===== src/rtl/pcie_read_fifo.sv =====
// rtl/pcie_read_fifo.sv - host-to-card DMA reader: tagged 128-byte read requests, reordered FIFO output
module pcie_read_fifo #(
  parameter int TAGS_LOG2 = 2
) (
  input  logic        clock,
  input  logic        reset_n,
  input  logic        start_valid,
  input  logic [63:0] start_address,
  input  logic [23:0] start_blocks,
  output logic        read_request_valid,
  output logic [63:0] read_request_address,
  output logic [7:0]  read_request_tag,
  input  logic        read_request_ready,
  input  logic        completion_valid,
  input  logic [7:0]  completion_tag,
  input  logic [63:0] completion_data,
  output logic        fifo_valid,
  output logic [63:0] fifo_data,
  input  logic        fifo_ready,
  output logic        active,
  output logic [23:0] block_count,
  output logic        error
);
  localparam int         NSLOTS   = 1 << TAGS_LOG2;
  localparam logic [7:0] L_NSLOTS = 8'(NSLOTS);
  localparam logic [0:0] S_IDLE   = 1'b0;
  localparam logic [0:0] S_RUN    = 1'b1;

  logic [0:0]           r_state;
  logic [63:0]          r_addr;
  logic [23:0]          r_remaining;
  logic [23:0]          r_total;
  logic [23:0]          r_block_count;
  logic [TAGS_LOG2-1:0] r_req_ptr;
  logic [TAGS_LOG2-1:0] r_head;
  logic [NSLOTS-1:0]    r_outstanding;
  logic [4:0]           r_count [NSLOTS];
  logic [4:0]           r_rd_idx;
  logic                 r_fifo_valid;
  logic [63:0]          r_fifo_data;
  logic                 r_error;
  logic [63:0]          r_mem [NSLOTS*16];

  logic                 w_start;
  logic [TAGS_LOG2-1:0] w_ctag;
  logic                 w_cmp_accept;
  logic                 w_cmp_error;
  logic                 w_req_valid;
  logic                 w_req_fire;
  logic                 w_head_complete;
  logic                 w_load;
  logic                 w_pop;
  logic                 w_last_pop;
  logic                 w_done;

  assign w_start         = (r_state == S_IDLE) && start_valid && (start_blocks != 24'd0);
  assign w_ctag          = completion_tag[TAGS_LOG2-1:0];
  assign w_cmp_accept    = completion_valid && (completion_tag < L_NSLOTS) &&
                           r_outstanding[w_ctag] && (r_count[w_ctag] < 5'd16);
  assign w_cmp_error     = completion_valid && !w_cmp_accept;
  assign w_req_valid     = (r_state == S_RUN) && (r_remaining != 24'd0) && !r_outstanding[r_req_ptr];
  assign w_req_fire      = w_req_valid && read_request_ready;
  assign w_head_complete = r_outstanding[r_head] && (r_count[r_head] == 5'd16);
  // r_rd_idx counts beats already loaded; at most one beat sits in the output register
  assign w_load          = w_head_complete && (r_rd_idx < 5'd16) && (!r_fifo_valid || fifo_ready);
  assign w_pop           = r_fifo_valid && fifo_ready;
  assign w_last_pop      = w_pop && (r_rd_idx == 5'd16);
  assign w_done          = w_last_pop && ((r_block_count + 24'd1) == r_total);

  always_ff @(posedge clock or negedge reset_n) begin
    if (!reset_n) begin
      r_state       <= S_IDLE;
      r_addr        <= 64'd0;
      r_remaining   <= 24'd0;
      r_total       <= 24'd0;
      r_block_count <= 24'd0;
      r_req_ptr     <= '0;
      r_head        <= '0;
      r_error       <= 1'b0;
    end else begin
      if (w_start) begin
        r_state       <= S_RUN;
        r_addr        <= start_address & ~64'h7F;
        r_remaining   <= start_blocks;
        r_total       <= start_blocks;
        r_block_count <= 24'd0;
        r_req_ptr     <= '0;
        r_head        <= '0;
      end else begin
        if (w_req_fire) begin
          r_addr      <= r_addr + 64'd128;
          r_remaining <= r_remaining - 24'd1;
          r_req_ptr   <= r_req_ptr + 1'b1;
        end
        if (w_last_pop) begin
          r_head        <= r_head + 1'b1;
          r_block_count <= r_block_count + 24'd1;
        end
        if (w_done) r_state <= S_IDLE;
      end
      if (w_start)     r_error <= 1'b0;
      if (w_cmp_error) r_error <= 1'b1;
    end
  end

  always_ff @(posedge clock or negedge reset_n) begin
    if (!reset_n) begin
      r_outstanding <= '0;
      for (int i = 0; i < NSLOTS; i++) r_count[i] <= 5'd0;
    end else begin
      for (int i = 0; i < NSLOTS; i++) begin
        if (w_req_fire && (r_req_ptr == TAGS_LOG2'(i))) begin
          r_outstanding[i] <= 1'b1;
          r_count[i]       <= 5'd0;
        end else begin
          if (w_cmp_accept && (w_ctag == TAGS_LOG2'(i))) r_count[i] <= r_count[i] + 5'd1;
          if (w_last_pop && (r_head == TAGS_LOG2'(i)))   r_outstanding[i] <= 1'b0;
        end
      end
    end
  end

  // completions only ever land in slots that are not yet complete, so they never collide with the head read
  always_ff @(posedge clock) begin
    if (w_cmp_accept) r_mem[{w_ctag, r_count[w_ctag][3:0]}] <= completion_data;
  end

  always_ff @(posedge clock or negedge reset_n) begin
    if (!reset_n) begin
      r_fifo_valid <= 1'b0;
      r_fifo_data  <= 64'd0;
      r_rd_idx     <= 5'd0;
    end else begin
      if (w_load) begin
        r_fifo_data  <= r_mem[{r_head, r_rd_idx[3:0]}];
        r_fifo_valid <= 1'b1;
        r_rd_idx     <= r_rd_idx + 5'd1;
      end else if (w_pop) begin
        r_fifo_valid <= 1'b0;
      end
      if (w_last_pop) r_rd_idx <= 5'd0;
    end
  end

  assign read_request_valid   = w_req_valid;
  assign read_request_address = r_addr;
  assign read_request_tag     = 8'(r_req_ptr);
  assign fifo_valid           = r_fifo_valid;
  assign fifo_data            = r_fifo_data;
  assign active               = (r_state == S_RUN);
  assign block_count          = r_block_count;
  assign error                = r_error;

endmodule

===== config.mk =====
export PLATFORM = sky130hd
export DESIGN_NAME = pcie_read_fifo
export DESIGN_NICKNAME = d
export VERILOG_FILES = /design/src/rtl/pcie_read_fifo.sv
export SDC_FILE = /design/constraint.sdc
export NUM_CORES = 2
export LEC_CHECK = 0
export CORE_UTILIZATION = 45
export DETAILED_ROUTE_END_ITERATION = 10
export GPL_TIMING_DRIVEN = 0
export HOLD_SLACK_MARGIN = 0.03
export MAX_ROUTING_LAYER = met4
export PLACE_DENSITY = 0.69
export SLEW_MARGIN = 20
export SYNTH_ARGS = -nofsm -noshare
export SYNTH_HDL_FRONTEND = slang
export SYNTH_SLANG_ARGS = --single-unit

===== constraint.sdc =====
create_clock -name clock -period 15.1 [get_ports clock]
set_clock_uncertainty 0.05 [all_clocks]
set_input_delay 2.265 -clock clock [delete_from_list [all_inputs] [get_ports clock]]
set_output_delay 2.265 -clock clock [all_outputs]
set_load 0.05 [all_outputs]

* Word-level counts from Yosys, hierarchy flattened
Memory sizes are Yosys's and may differ from the RTL's. A register that Yosys moved wholly into a read port is not among the register bits.
Cells that the tools add are included.
** Word-level totals
- Register bits :: 172
- Memory bits (writable) :: 4096
- Input bits :: 166
- Logic and storage cells :: 151
- Memories kept :: 1
** Memory list
- r_mem :: words 64, width 64, rd ports 1, clocked after Yosys merged registers in 1, wr ports 1, RTL line 42 : logic [63:0] r_mem [NSLOTS*16];
** Cells by class
- Add/subtract/negate cells :: 10
- Order comparisons :: 8
- Equal/unequal tests :: 12
- Multiplexer cells :: 48
- Bitwise operators :: 3
- Reduce and logical (&&, ||, !) cells :: 51
** Operators with widths (count)
- 64-bit 2-to-1 mux :: 2
- 24-bit 2-to-1 mux :: 4
- 5-bit 2-to-1 mux :: 14
- 64-bit by 8-bit adder with 64-bit output (second input constant) :: 1
- 24-bit nonzero test :: 2
- 2-bit nonzero test :: 14
- 1-bit logical AND :: 27
- 5-bit by 1-bit adder with 5-bit output (second input constant) :: 5
- 24-bit by 1-bit adder with 24-bit output (second input constant) :: 1
- 24-bit equality test :: 1
- 24-bit by 1-bit subtractor with 24-bit output (second input constant) :: 1
- 5-bit binary-select mux with 2-bit select :: 2
- 1-bit 2-to-1 mux :: 19
- 2-bit equality test (second input constant) :: 6
- 5-bit equality test (second input constant) :: 2
- 5-bit < comparator (second input constant) :: 2
- 2-bit by 3-bit < comparator with 1-bit output (second input constant) :: 3
- 8-bit by 3-bit < comparator with 1-bit output (second input constant) :: 1
- 2-bit 2-to-1 mux :: 4
- 1-bit binary-select mux with 2-bit select :: 3
- 2-bit by 1-bit equality test with 1-bit output (second input constant) :: 3
- 3-bit greater-or-equal comparator (second input constant) :: 2
- 2-bit logical NOT :: 3
- 2-bit NOT with 3-bit output :: 2
- 4 further kinds :: 8

* Depth between registers and ports, before layout
- Depth after elaboration :: 10
- Depth in mapped cells :: 13
- Gate-level depth less buffers :: 9

* Worst setup path after synthesis
OpenSTA, ideal clock, no wires.
- Path kind :: input -> register
- Start point :: in completion_tag[1]
- End point :: mem r_mem[40][0], enable pin
- Setup time :: 0.487 ns
- Arrival time :: 6.607 ns
- Data required time :: 14.563 ns
- Setup slack :: 7.957 ns
- Stages on the path :: 7
- Buffers on the path :: 1
- Cell sequence :: buf_1 > nand2_1 > o221ai_1 > o2111ai_1 > nor3_1 > o21ai_1 > nor2_1
** Between the ends
- Cells in the longest elaborated chain, start to end :: 8
- Elaborated cells on any way between the ends :: 13
** RTL lines
- start: declaration :: RTL line 15 : input logic [7:0] completion_tag,
- 2-bit NOT with 3-bit output (not written as such) :: RTL line 59, 125
- 5-bit binary-select mux with 2-bit select :: RTL line 59, 125
- 5-bit 2-to-1 mux (not written as such) (2 in a row) :: RTL line 125 : if (w_cmp_accept) r_mem[{w_ctag, r_count[w_ctag][3:0]}] <= completion_data;
- 5-bit < comparator :: RTL line 59 : r_outstanding[w_ctag] && (r_count[w_ctag] < 5'd16);
- 1-bit logical AND :: RTL line 59
- 1-bit 2-to-1 mux :: RTL line 125
- 1-bit 2-to-1 mux (not written as such) :: RTL line 125
- end: declaration :: RTL line 42
Several ways; a longest one is shown, not always the timed one. The select of a mux whose other input is x is not followed.

* Final worst setup path
- Start point :: in completion_tag[1]
- End point :: mem r_mem[36][42], enable pin
The elaborated chain is that of the path after synthesis.

==> impl_results.md <==
- Status: finished clean
- Max VDD drop: 0.000104 V
- # H-tree levels: 5
- Rel. slew slack: 14.8%
- Number of I/O port buffers: just over 300
- Final Non-Filler Cells: 13900
- Final Hold Violating Endpoints: 0
- Clk root buf: clkbuf_16
- Net Sw Frac: 21.6%
- Most frequent cells in the layout: edfxtp_1, mux4_2, clkbuf_16, nand2_1, clkbuf_1
- Critical path's slowest cell: nor3_1
- Final setup fails: 0
- Crit. End Element: register
- Sequential area share after synthesis: 77.1%
- Post-route core utilization: 53.6%
- GRT Util Overall: about a quarter
- Initial antenna violation count: 30
- Tightest Pin Transition: 1.28 ns
- Compound-Gate Fraction of Synth Area: 1.88%
- Clock-pin slew on the worst setup and hold paths: 0.06 ns
- CP bufs+invs: 5
- Vert. Die Dim: roughly 610 um
- Cell Area, Synth: around 170000 um2
- Seq. cell area: roughly 130000 um2
- Clock Tree Buf Depth: 4
- Minimum clock period after layout: 6.80 ns
- Nets: 8698
- RSZ-0062 raised after global routing: no
- DRC viols: 0
- Most common cell after layout, fill and taps aside: edfxtp_1
- Area leader, netlist: edfxtp_1
- Grt ovf: 0
- Worst-Skew Late Latency: 1.00 ns
- Post-synth EDFFs: 4096
- P&R area growth vs syn: 18.4%
- Critical path class: primary input to register
- Share of cells above drive strength 1: 28.0%
- Internal power: 19500 uW
- Drt total wl: approximately 460000 um
- Combinational power share: 4.2%
- Synth Instances: 7435
- Routability cong.: 0.904
- Pin count of the biggest net entering global routing: 90
- Synth async-reset ratio: under 10%
- Crit-path max FO: 20
- Pre-antenna DRT Iters: 8
- YS warnings: 0
- Die Area: 373000 um2
- Die width: 611 um
- Total Power: 24900 uW
- Area contributors post-synth: edfxtp_1, mux4_2, dfrtp_1
- CTS tree: yes
- Global-route wire length before repair: 645000 um
- # resized after CTS: 0
- Max Slew Vio Count: 0
- HP Class: register to register
- Antenna viol nets, final: 0
- Type of origin of the critical path: primary input
- WP data required: approximately 16 ns
- Post-DR wirelength/cell: 33.1 um
- Synth Area in Simple Gates: under 10%
- Yosys reg bits: 4325
- Lkg Pwr: 0.0604 uW
- Crit-path cells: clkdlybuf4s50_1 -> buf_1 -> nand2_1 -> o221ai_1 -> o2111ai_1 -> nor3_1 -> nand2_1 -> nor2_4 -> buf_12 -> buf_16 -> buf_12
- Ports: 330
- Dominant synthesized flop cell: edfxtp_1
- Drt first-iter violations: about 12000
- Mux contribution to synthesized area: between 10% and 20%
- Post-Synth XOR/XNOR Area: 0.446%
- Vias in the first global route: 86200
- Pwr Density: 126 nW/um2
- Net Sw Power: between 5000 and 6000 uW
- Sequential share of power: a little over half
- Hpwl dp: around 320000 um
- Core area: 369000 um2
- Routed vias/inst: between 6 and 7
- Starting Density: 45.2%
- Mapped Avg Cell Area: 22.5 um2
- Via count: ~85000
- Crit path max-delay family: simple AND/OR/NAND/NOR gates
- Worst stage delay on the critical path: 0.98 ns
- Fill cells: 27200
- # Post-CTS Setup Buffers: 0
- CTS buffer count: 422
- Share of Yosys cell area claimed by the top area cell type: 73.7%
- Placed cells: 13000
- R2R setup slack: 9.97 ns
- Clk pwr share: a little over two fifths
- Post-synthesis cell type count: 73
- Max frequency: 0.147 GHz
- Adder-cell share of the synthesized area: 0.135%
- # rows: 223
- Combinational family with the most area after synthesis: multiplexers
- Clk sink count: roughly 4300
- Hold_buf cts: 0
- Multi-input logic area: 37100 um2
- Final Cycle Share: between 40% and 50%
- Critical Path AT: 7.42 ns
- Maxcap violations: 0
power by group through the flow:
| stage | clock network [uW] | registers [uW] | logic (uW) |
|---|---|---|---|
| floorplan | 0 | 13800 | 299 |
| global placement | 0 | 13700 | 965 |
| detailed placement | 0 | 13600 | 1030 |
| CTS | 10600 | 13400 | 1040 |
| global route | 11000 | 13400 | 1100 |
| finish | 10500 | 13400 | 1050 |
logic make-up after synthesis:
logic type / count (synthesis)
AO/OA/AOI/OAI: 428
XOR/XNOR: 85
adder cells (fa/ha/maj): 18
buffers and inverters: 422
flip-flops: 4325
multiplexers: 1360
other: 1
AND/OR/NAND/NOR: 796
sequential cells by signal (all words and copies together), names as in the netlist:
| signal | count |
|---|---|
| active | 1 |
| block_count | 24 |
| error | 1 |
| fifo_data | 64 |
| fifo_valid | 1 |
| r_count | 20 |
| r_head | 2 |
| r_mem | 4096 |
| r_outstanding | 4 |
| r_rd_idx | 5 |
| r_remaining | 24 |
| r_req_ptr | 2 |
| r_total | 24 |
| read_request_address | 57 |
worst paths after layout:
kind,startpoint,endpoint,cells past startpoint
setup reg to reg,r_rd_idx[1]$_DFFE_PN0P_,r_outstanding[1]$_DFFE_PN0P_,13
min in group asynchronous,reset_n,read_request_address[51]$_DFFE_PN0P_,1
hold reg to reg,error$_DFFE_PN0P_,error$_DFFE_PN0P_,1
setup / recovery,completion_tag[1],r_mem[36][42]$_DFFE_PP_,11
hold / removal,error$_DFFE_PN0P_,error$_DFFE_PN0P_,1
max in group asynchronous,reset_n,r_total[6]$_DFFE_PN0P_,2
area by class of cell:
| cell class | count | share of cell area [%] |
|---|---|---|
| plain buffers | 401 | 0.888 |
| multi-input cells | 2700 | 18.8 |
| clock buffers | 549 | 5.75 |
| flip-flops and latches | 4325 | 65.1 |
| well taps | 4950 | 3.13 |
| repair buffers | 643 | 5.08 |
| diodes | 41 | 0.0519 |
| clock inverters | 237 | 1.22 |
| inverters | 21 | 0.0405 |
Yosys cell counts (all sizes together) (4+ instances only):
cell type and number:
o21ai 122, o31ai 5, nor2 202, or3 18, xor2 33, o2111ai 7, a22oi 61, nor2b 11
o211ai 26, or4 8, a41oi 7, and2 17, a221oi 59, edfxtp 4096, and3 16, nor4 20
a221o 7, nand4 33, inv 19, clkbuf 242, a31oi 13, nor3 32, nand3b 7, and4 6
nand2b 9, nor3b 4, buf 159, xnor2 52, dfrtp 229, a21oi 70, nand4b 7, mux4 1211
nor4b 5, nand2 329, a22o 6, nand3 68, mux2i 146, a211oi 6, ha 18, o311ai 16
routing by layer:
layer  global-route usage, %  routed length [um]  vias to the layer above
li1                        -                   -                    33700
met1                    31.9              172000                    45500
met2                    39.4              222000                     4922
met3                    4.92               41300                     1026
met4                    11.6               24200                        0
met5                       -                   0                        -
through the flow:
stage	area, um2	TNS [ns]	setup slack [ns]	hold WS, ns
after floorplan	167000	0	7.96	0.415
after global placement	176000	-62.90	-0.397	0.442
after detailed placement	184000	0	7.26	0.436
after CTS	198000	0	8.20	0.458
after global routing	198000	0	8.08	0.480
final	198000	0	8.30	0.454
(Power assumes the default switching activity.)
